`src/rtl/swt16_pkg.sv`:
```
// Shared encodings and default widths for the data-memory arbiter slice.
package swt16_pkg;

  localparam int unsigned DMEM_ADDR_WIDTH = 12;
  localparam int unsigned DMEM_WORD_WIDTH = 16;

  typedef enum logic {
    ARB  = 1'b0,
    LOCK = 1'b1
  } arb_state_t;

  typedef enum logic [1:0] {
    NONE = 2'd0,
    CORE = 2'd1,
    AUX  = 2'd2
  } rd_owner_t;

endpackage

```
`src/rtl/dmem_arbiter_sat_counter.sv`:
```
// Saturating up-counter; clear together with increment loads 1.
module sat_counter #(
  parameter int unsigned WIDTH = 4,
  parameter int unsigned LIMIT = 15
) (
  input  logic             clock,
  input  logic             reset,
  input  logic             inc,
  input  logic             clr,
  output logic [WIDTH-1:0] count
);

  localparam logic [WIDTH-1:0] TOP = WIDTH'(LIMIT);

  logic [WIDTH-1:0] count_d;
  logic [WIDTH-1:0] count_q;

  always_comb begin
    count_d = count_q;
    if (clr) begin
      count_d = inc ? WIDTH'(1) : '0;
    end else if (inc && (count_q != TOP)) begin
      count_d = count_q + WIDTH'(1);
    end
  end

  always_ff @(posedge clock or negedge reset) begin
    if (!reset) begin
      count_q <= '0;
    end else begin
      count_q <= count_d;
    end
  end

  assign count = count_q;

endmodule

```
`src/rtl/dmem_arbiter.sv`:
```
// Single-port DMEM arbiter: core priority, aux starvation guard, aux lock bursts.
// Define DMEM_ARB_STATS_EN to add saturating stall/grant statistics outputs.
module dmem_arbiter #(
  parameter int unsigned DMEM_ADDR_WIDTH = swt16_pkg::DMEM_ADDR_WIDTH,
  parameter int unsigned DMEM_WORD_WIDTH = swt16_pkg::DMEM_WORD_WIDTH,
  parameter int unsigned STARVE_LIMIT    = 4,
  parameter int unsigned LOCK_MAX        = 16
) (
  input  logic                       clock,
  input  logic                       reset,
  input  logic                       core_req,
  input  logic                       core_we,
  input  logic [DMEM_ADDR_WIDTH-1:0] core_addr,
  input  logic [DMEM_WORD_WIDTH-1:0] core_wdata,
  output logic                       core_gnt,
  output logic                       core_stall,
  output logic                       core_rvalid,
  output logic [DMEM_WORD_WIDTH-1:0] core_rdata,
  input  logic                       aux_req,
  input  logic                       aux_we,
  input  logic                       aux_lock,
  input  logic [DMEM_ADDR_WIDTH-1:0] aux_addr,
  input  logic [DMEM_WORD_WIDTH-1:0] aux_wdata,
  output logic                       aux_gnt,
  output logic                       aux_rvalid,
  output logic [DMEM_WORD_WIDTH-1:0] aux_rdata,
  output logic                       mem_en,
  output logic                       mem_we,
  output logic [DMEM_ADDR_WIDTH-1:0] mem_addr,
  output logic [DMEM_WORD_WIDTH-1:0] mem_wdata,
  input  logic [DMEM_WORD_WIDTH-1:0] mem_rdata
`ifdef DMEM_ARB_STATS_EN
  ,
  output logic [15:0]                stat_core_stalls,
  output logic [15:0]                stat_aux_grants
`endif
);

  import swt16_pkg::*;

  localparam int unsigned STARVE_W = 4;
  localparam int unsigned LOCK_W   = 8;
  localparam logic [STARVE_W-1:0] STARVE_TOP = STARVE_W'(STARVE_LIMIT);
  localparam logic [LOCK_W-1:0]   LOCK_TOP   = LOCK_W'(LOCK_MAX);

  arb_state_t state_q, state_d;
  rd_owner_t  rd_owner_q, rd_owner_d;
  logic       no_relock_q, no_relock_d;

  logic [STARVE_W-1:0] starve_cnt;
  logic [LOCK_W-1:0]   lock_cnt;
  logic                starve_inc, starve_clr;
  logic                lock_inc, lock_clr;
  logic                lock_hold, lock_expired, aux_forced, relock_block;

  sat_counter #(
    .WIDTH(STARVE_W),
    .LIMIT(STARVE_LIMIT)
  ) u_starve_cnt (
    .clock(clock),
    .reset(reset),
    .inc  (starve_inc),
    .clr  (starve_clr),
    .count(starve_cnt)
  );

  sat_counter #(
    .WIDTH(LOCK_W),
    .LIMIT(LOCK_MAX)
  ) u_lock_cnt (
    .clock(clock),
    .reset(reset),
    .inc  (lock_inc),
    .clr  (lock_clr),
    .count(lock_cnt)
  );

  // A LOCK cycle that drops aux_lock or exhausts the budget arbitrates as ARB.
  always_comb begin
    lock_hold    = (state_q == LOCK) && aux_lock && (lock_cnt != LOCK_TOP);
    lock_expired = (state_q == LOCK) && aux_lock && (lock_cnt == LOCK_TOP);
    aux_forced   = aux_req && (starve_cnt == STARVE_TOP);
    relock_block = lock_expired || (no_relock_q && core_req);
  end

  always_ff @(posedge clock or negedge reset) begin
    if (!reset) begin
      state_q     <= ARB;
      rd_owner_q  <= NONE;
      no_relock_q <= 1'b0;
    end else begin
      state_q     <= state_d;
      rd_owner_q  <= rd_owner_d;
      no_relock_q <= no_relock_d;
    end
  end

  always_comb begin
    state_d = state_q;
    if (!lock_hold) begin
      state_d = (aux_gnt && aux_lock && !relock_block) ? LOCK : ARB;
    end

    no_relock_d = no_relock_q;
    if (lock_expired) begin
      no_relock_d = 1'b1;
    end else if (core_gnt || !core_req) begin
      no_relock_d = 1'b0;
    end

    rd_owner_d = NONE;
    if (core_gnt && !core_we) begin
      rd_owner_d = CORE;
    end else if (aux_gnt && !aux_we) begin
      rd_owner_d = AUX;
    end

    starve_inc = core_gnt && aux_req;
    starve_clr = aux_gnt || !aux_req;
    lock_clr   = !lock_hold && (state_d == LOCK);
    lock_inc   = (state_q == LOCK) || lock_clr;
  end

  // Grants are qualified by reset so nothing reaches DMEM while it is held low.
  always_comb begin
    core_gnt = 1'b0;
    aux_gnt  = 1'b0;
    if (reset) begin
      if (lock_hold) begin
        aux_gnt = aux_req;
      end else if (core_req && !aux_forced) begin
        core_gnt = 1'b1;
      end else begin
        aux_gnt = aux_req;
      end
    end
    core_stall = reset && core_req && !core_gnt;

    mem_en    = core_gnt || aux_gnt;
    mem_we    = 1'b0;
    mem_addr  = '0;
    mem_wdata = '0;
    if (core_gnt) begin
      mem_we    = core_we;
      mem_addr  = core_addr;
      mem_wdata = core_wdata;
    end else if (aux_gnt) begin
      mem_we    = aux_we;
      mem_addr  = aux_addr;
      mem_wdata = aux_wdata;
    end

    core_rvalid = (rd_owner_q == CORE);
    aux_rvalid  = (rd_owner_q == AUX);
    core_rdata  = core_rvalid ? mem_rdata : '0;
    aux_rdata   = aux_rvalid ? mem_rdata : '0;
  end

`ifdef DMEM_ARB_STATS_EN
  sat_counter #(
    .WIDTH(16),
    .LIMIT(16'hFFFF)
  ) u_stat_stalls (
    .clock(clock),
    .reset(reset),
    .inc  (core_stall),
    .clr  (1'b0),
    .count(stat_core_stalls)
  );

  sat_counter #(
    .WIDTH(16),
    .LIMIT(16'hFFFF)
  ) u_stat_aux (
    .clock(clock),
    .reset(reset),
    .inc  (aux_gnt),
    .clr  (1'b0),
    .count(stat_aux_grants)
  );
`endif

endmodule

```
`config.mk`:
```
export PLATFORM = sky130hd
export DESIGN_NAME = dmem_arbiter
export DESIGN_NICKNAME = d
export VERILOG_FILES = /design/src/rtl/swt16_pkg.sv /design/src/rtl/dmem_arbiter_sat_counter.sv /design/src/rtl/dmem_arbiter.sv
export SDC_FILE = /design/constraint.sdc
export NUM_CORES = 1
export LEC_CHECK = 0
export BUFFER_PORTS_ARGS = -buffer_cell sky130_fd_sc_hd__buf_4
export CORE_MARGIN = 2
export CORE_UTILIZATION = 36
export DETAILED_ROUTE_END_ITERATION = 16
export PLACE_DENSITY = 0.87
export SLEW_MARGIN = 20
export SYNTH_ARGS = -nofsm -noshare
export SYNTH_HDL_FRONTEND = slang
export SYNTH_SLANG_ARGS = --single-unit
```
`constraint.sdc`:
```
create_clock -name clock -period 2.8 [get_ports clock]
set_clock_uncertainty 0.15 [all_clocks]
set_input_delay 0.28 -clock clock [delete_from_list [all_inputs] [get_ports clock]]
set_output_delay 0.28 -clock clock [all_outputs]
set_load 0.1 [all_outputs]
```
* Yosys cells after proc, flatten, opt, wreduce, memory -nomap -nowiden
Cells that the tools add are included.
** Word-level totals
- Register bits :: 16
- Bits of input ports :: 79
** Operators by class
- Reduce and logical (&&, ||, !) cells :: 32
- Multiplexer cells :: 26
- $add $sub $neg :: 2
- Equality and inequality tests :: 6
** Operators with widths (count)
- $mux W16 :: 4
- $mux W12 :: 2
- $logic_and A1 B1 Y1 :: 16
- $mux W8 :: 2
- $mux W1 :: 14
- $add A8 B1 Y8 const B :: 1
- $eq A8 B5 Y1 const B :: 1
- $logic_not A1 Y1 :: 8
- $mux W4 :: 2
- $ne A8 B5 Y1 const B :: 1
- $reduce_bool A2 Y1 :: 3
- $logic_or A1 B1 Y1 :: 5
- $add A4 B1 Y4 const B :: 1
- $eq A4 B3 Y1 const B :: 1
- $mux W2 :: 2
- $ne A4 B3 Y1 const B :: 1
- $eq A2 B1 Y1 const B :: 1
- $eq A2 B2 Y1 const B :: 1

* Depth between registers and ports, before layout
- Depth in word-level cells :: 16
- Depth in mapped cells :: 9

* Hierarchy
From an unflattened synthesis, not the netlist that was laid out.
** Second synthesis, totals
- Cell total of the unflattened synthesis :: 174
- Area, all modules :: 1512.7 sq um
** By module, submodules not included
- dmem_arbiter :: area each 813.3 sq um, cells each 101, seq. area each 100.1 sq um, times used 1
- sat_counter at u_lock_cnt :: area each 467.9 sq um, cells each 49, seq. area each 200.2 sq um, times used 1
- sat_counter at u_starve_cnt :: area each 231.5 sq um, cells each 24, seq. area each 100.1 sq um, times used 1

* Least setup slack after synthesis
Ideal clock, no wire load.
- Kind :: flip-flop to output port
- Start point :: register u_lock_cnt.count_q[0], in the netlist u_lock_cnt.count[0]
- End point :: output mem_addr[10]
- Arrival time :: 2.584 ns
- Stages on the path, launching flop included :: 9
- Path buffers :: 2
- Path slack :: -0.214 ns
- Cell sequence :: dfrtp_1 inv_1 ha_1 a31o_1 and3_1 buf_6 nor2_1 buf_2 a22o_1
** On the way
- Longest elaborated chain between the ends :: 6
- Elaborated cells between the ends (all ways) :: 8
** RTL lines
- start: declaration :: line dmem_arbiter_sat_counter.sv:16 : logic [WIDTH-1:0] count_q;
- start signal: assignment :: line dmem_arbiter_sat_counter.sv:31 : count_q <= count_d;
- $ne A8 B5 Y1 :: line dmem_arbiter.sv:80 : lock_hold = (state_q == LOCK) && aux_lock && (lock_cnt != LOCK_TOP);
- $logic_and A1 B1 Y1 :: line dmem_arbiter.sv:80
- $mux W1 :: line dmem_arbiter.sv:129 : if (lock_hold) begin
- $mux W1 :: line dmem_arbiter.sv:128 : if (reset) begin
- via aux_gnt :: line dmem_arbiter.sv:24 : output logic aux_gnt,
- $mux W12 :: line dmem_arbiter.sv:147 : end else if (aux_gnt) begin
- $mux W12 :: line dmem_arbiter.sv:143 : if (core_gnt) begin
- end: declaration :: line dmem_arbiter.sv:29 : output logic [DMEM_ADDR_WIDTH-1:0] mem_addr,
The timed path passes the listed nets, and every way through them passes these cells.

* Final worst setup path
- Start point :: register u_lock_cnt.count_q[5], in the netlist u_lock_cnt.count[5]
- End point :: output mem_wdata[5]
** On the way
- Longest elaborated chain between the ends :: 6
- Elaborated cells between the ends (all ways) :: 8
** RTL lines
- $ne A8 B5 Y1 (*) :: line dmem_arbiter.sv:80
- $logic_and A1 B1 Y1 (*) :: line dmem_arbiter.sv:80
- $mux W1 :: line dmem_arbiter.sv:129
- $mux W1 :: line dmem_arbiter.sv:128
- $mux W16 :: line dmem_arbiter.sv:147
- $mux W16 (*) :: line dmem_arbiter.sv:143
- end: declaration :: line dmem_arbiter.sv:30 : output logic [DMEM_WORD_WIDTH-1:0] mem_wdata,
Every way passes the cells marked *; elsewhere a longest branch is shown, timed or not.

==> flow_metrics.py <==
metrics = {
    "sta": {
        "holdWs_ns": 0.0755,
        "drv_slew": 0,
        "timing.fmax_mhz": 369,
        "worst_slew_pin_slew_ns": 0.857,
        "relSlewSlack": 0.427,
        "finalHoldViolations": 0,
        "fin_crit_sh": 0.968,
        "final-setup-viol-count": 0,
        "worst_slack_ns": 0.0885,
        "finalCriticalPeriod_ns": 2.71,
    },
    "place": {
        "gp_congestion": 0.829,
        "place_area_um2": 2560,
        "place_ws_ns": 0.268,
        "dpl.hpwl_mm": 4.54,
        "portBuffers": 145,
    },
    "layout": {
        "final_cell_mix": "buf_4, and2_1, buf_6",
        "final_common_cell": "buf_4",
        "areaGrowthSynthToFinish_pct": 102,
        "fill_cells": 253,
        "antennaDiodeCount": 0,
        "finalNetCount": 395,
        "drive_above_1_share": 0.566,
        "fin_util": 0.745,
        "design_area_um2": 2940,
    },
    "min_path": {
        "hold_class": "in -> reg",
    },
    "cts": {
        "cts-buffers-inserted": 3,
        "postCtsSetupBuffers": 0,
        "clkTransAtPathRegs_ns": 0.07,
        "cts_sinks": 16,
        "cts_tree": "built",
        "clk_path_buf_depth": 2,
        "ctsRootBufferMaster": "clkbuf_8",
        "insertion_delay_ns": 0.25,
        "h-tree-depth": 1,
    },
    "critical_path": {
        "critical_path_class": "reg -> out",
        "end_kind": "output port",
        "critPathLaunchType": "flop",
        "crit_arrival_ns": 2.28,
        "critical_path_required_ns": 2.37,
        "worstPathMaxFanout": 15,
    },
    "global_route": {
        "globalRouteOverflowTotal": 0,
        "grt_max_degree": 31,
        "grt_pass1_wl_mm": 7.83,
        "track_usage": 0.229,
        "antenna_found_initial": 0,
        "grt_pass1_vias": 1546,
    },
    "floorplan": {
        "die-area_um2": 4560,
        "dieHeight_um": 67.5,
        "start_util": 0.368,
        "ios": 146,
        "rows": 23,
        "core_um2": 3940,
        "die_width_um": 67.5,
    },
    "synthesis": {
        "synth_area_per_cell_um2": 8.60,
        "ys_types": 36,
        "synth.area.top_cells": "dfrtp_1, a22o_1, and2_1",
        "netlist_instances": 169,
        "synth_flop_cell": "dfrtp_1",
        "yosysTopAreaCell": "dfrtp_1",
        "ys_ff_latch": 16,
        "synth_edf_count": 0,
        "async_reset_ff_frac": 1.00,
        "yosys_warnings": 0,
        "syn_nets": 252,
        "synth_top_cell_area_share": 0.276,
        "synth-seq-area-share": 0.276,
        "synth_area_um2": 1450,
    },
    "route": {
        "via_per_inst": 5.21,
        "drc": 0,
        "ant_nets": 0,
        "wl_mm": 6.42,
        "drtIter0Drc": 133,
        "first_pass_iters": 4,
        "vias": 1882,
        "wl_per_cell_um": 17.8,
    },
    "job": {
        "drv_cap": 0,
    },
    "pwr": {
        "vdd_drop_max_v": 0.000407,
        "leakage_nw": 1.50,
        "finalPower_mw": 1.23,
        "p_per_area_nw_per_um2": 420,
    },
    "status": {
        "status": "complete, no violations",
    },
}
[final cells by class]
type	count	area (µm²)	area share
timing repair buffer	149	1350	0.458
sequential	16	400	0.136
tap	50	62.6	0.0213
clock buffer	4	55.1	0.0187
multi-input combinational	138	1060	0.360
inverter	4	15.0	0.00511
[flip-flops by register name, summed over array words and instances (netlist names)]
signal / cells
u_lock_cnt.count: 8
rd_owner_q: 2
u_starve_cnt.count: 4
state_q: 1
no_relock_q: 1
[through the flow]
stage,std cells,setup TNS (ns)
global placement,354,0
CTS,360,0
detailed placement,354,0
finish,361,0
global route,361,-0.0651
floorplan,169,0
[critical path: stages (launching register included)]
cell	delay, ns
dfrtp_1	0.44
nor4b_4	0.34
a31o_1	0.21
and3_4	0.21
buf_4	0.16
nor2_4	0.06
clkbuf_16	0.18
a22o_4	0.24
buf_8	0.17
[what timing repair did]
item | 4_1_cts | 5_1_grt
hold buffers | 1 | 0
gates resized for setup | 1 | 59
endpoints found under the setup margin | 4 | 29
gates cloned | 1 | 1
endpoints found under the hold margin | 16 | 0
[path summary, 6_finish.rpt]
kind                                       start             endpoint  cells past startpoint  slack, ns
max                          u_lock_cnt.count[5]         mem_wdata[5]                      8       0.09
min                                       aux_we        rd_owner_q[1]                      2       0.08
max reg2reg                u_starve_cnt.count[0]  u_lock_cnt.count[6]                      7       0.61
min reg2reg                          no_relock_q          no_relock_q                      2       0.41
max in group asynchronous                  reset        rd_owner_q[0]                      2       1.94
min in group asynchronous                  reset  u_lock_cnt.count[5]                      2       0.31
[metal layers]
metal,share of wire,routed length (µm),global-route usage
met5,0,0,0
met4,0.0095,61,0.0459
met3,0.13,859,0.0733
met2,0.51,3290,0.374
met1,0.34,2210,0.296
[Yosys cell counts, drive strengths merged, types with 3 or more instances]
library cell and number:
a21oi 3, clkbuf 4, dfrtp 16, inv 4, buf 8, nand3 7
and2 36, nand2 16, o21ai 4, ha 4, xor2 3, nor2b 3
o22ai 3, nor2 7, a22o 29
[report_power, final]
part	switching (mW)	total, mW	internal [mW]
sequential	0.0397	0.303	0.264
combinational	0.465	0.716	0.251
clock	0.0884	0.213	0.125
[cell families after synthesis]
family	share of synthesized area
AO/OA/AOI/OAI	0.274
XOR/XNOR	0.0302
adder cells (fa/ha/maj)	0.0345
buffers and inverters	0.0715
flip-flops	0.276
AND/OR/NAND/NOR	0.314
No activity file was read; power rests on OpenSTA's default activity.
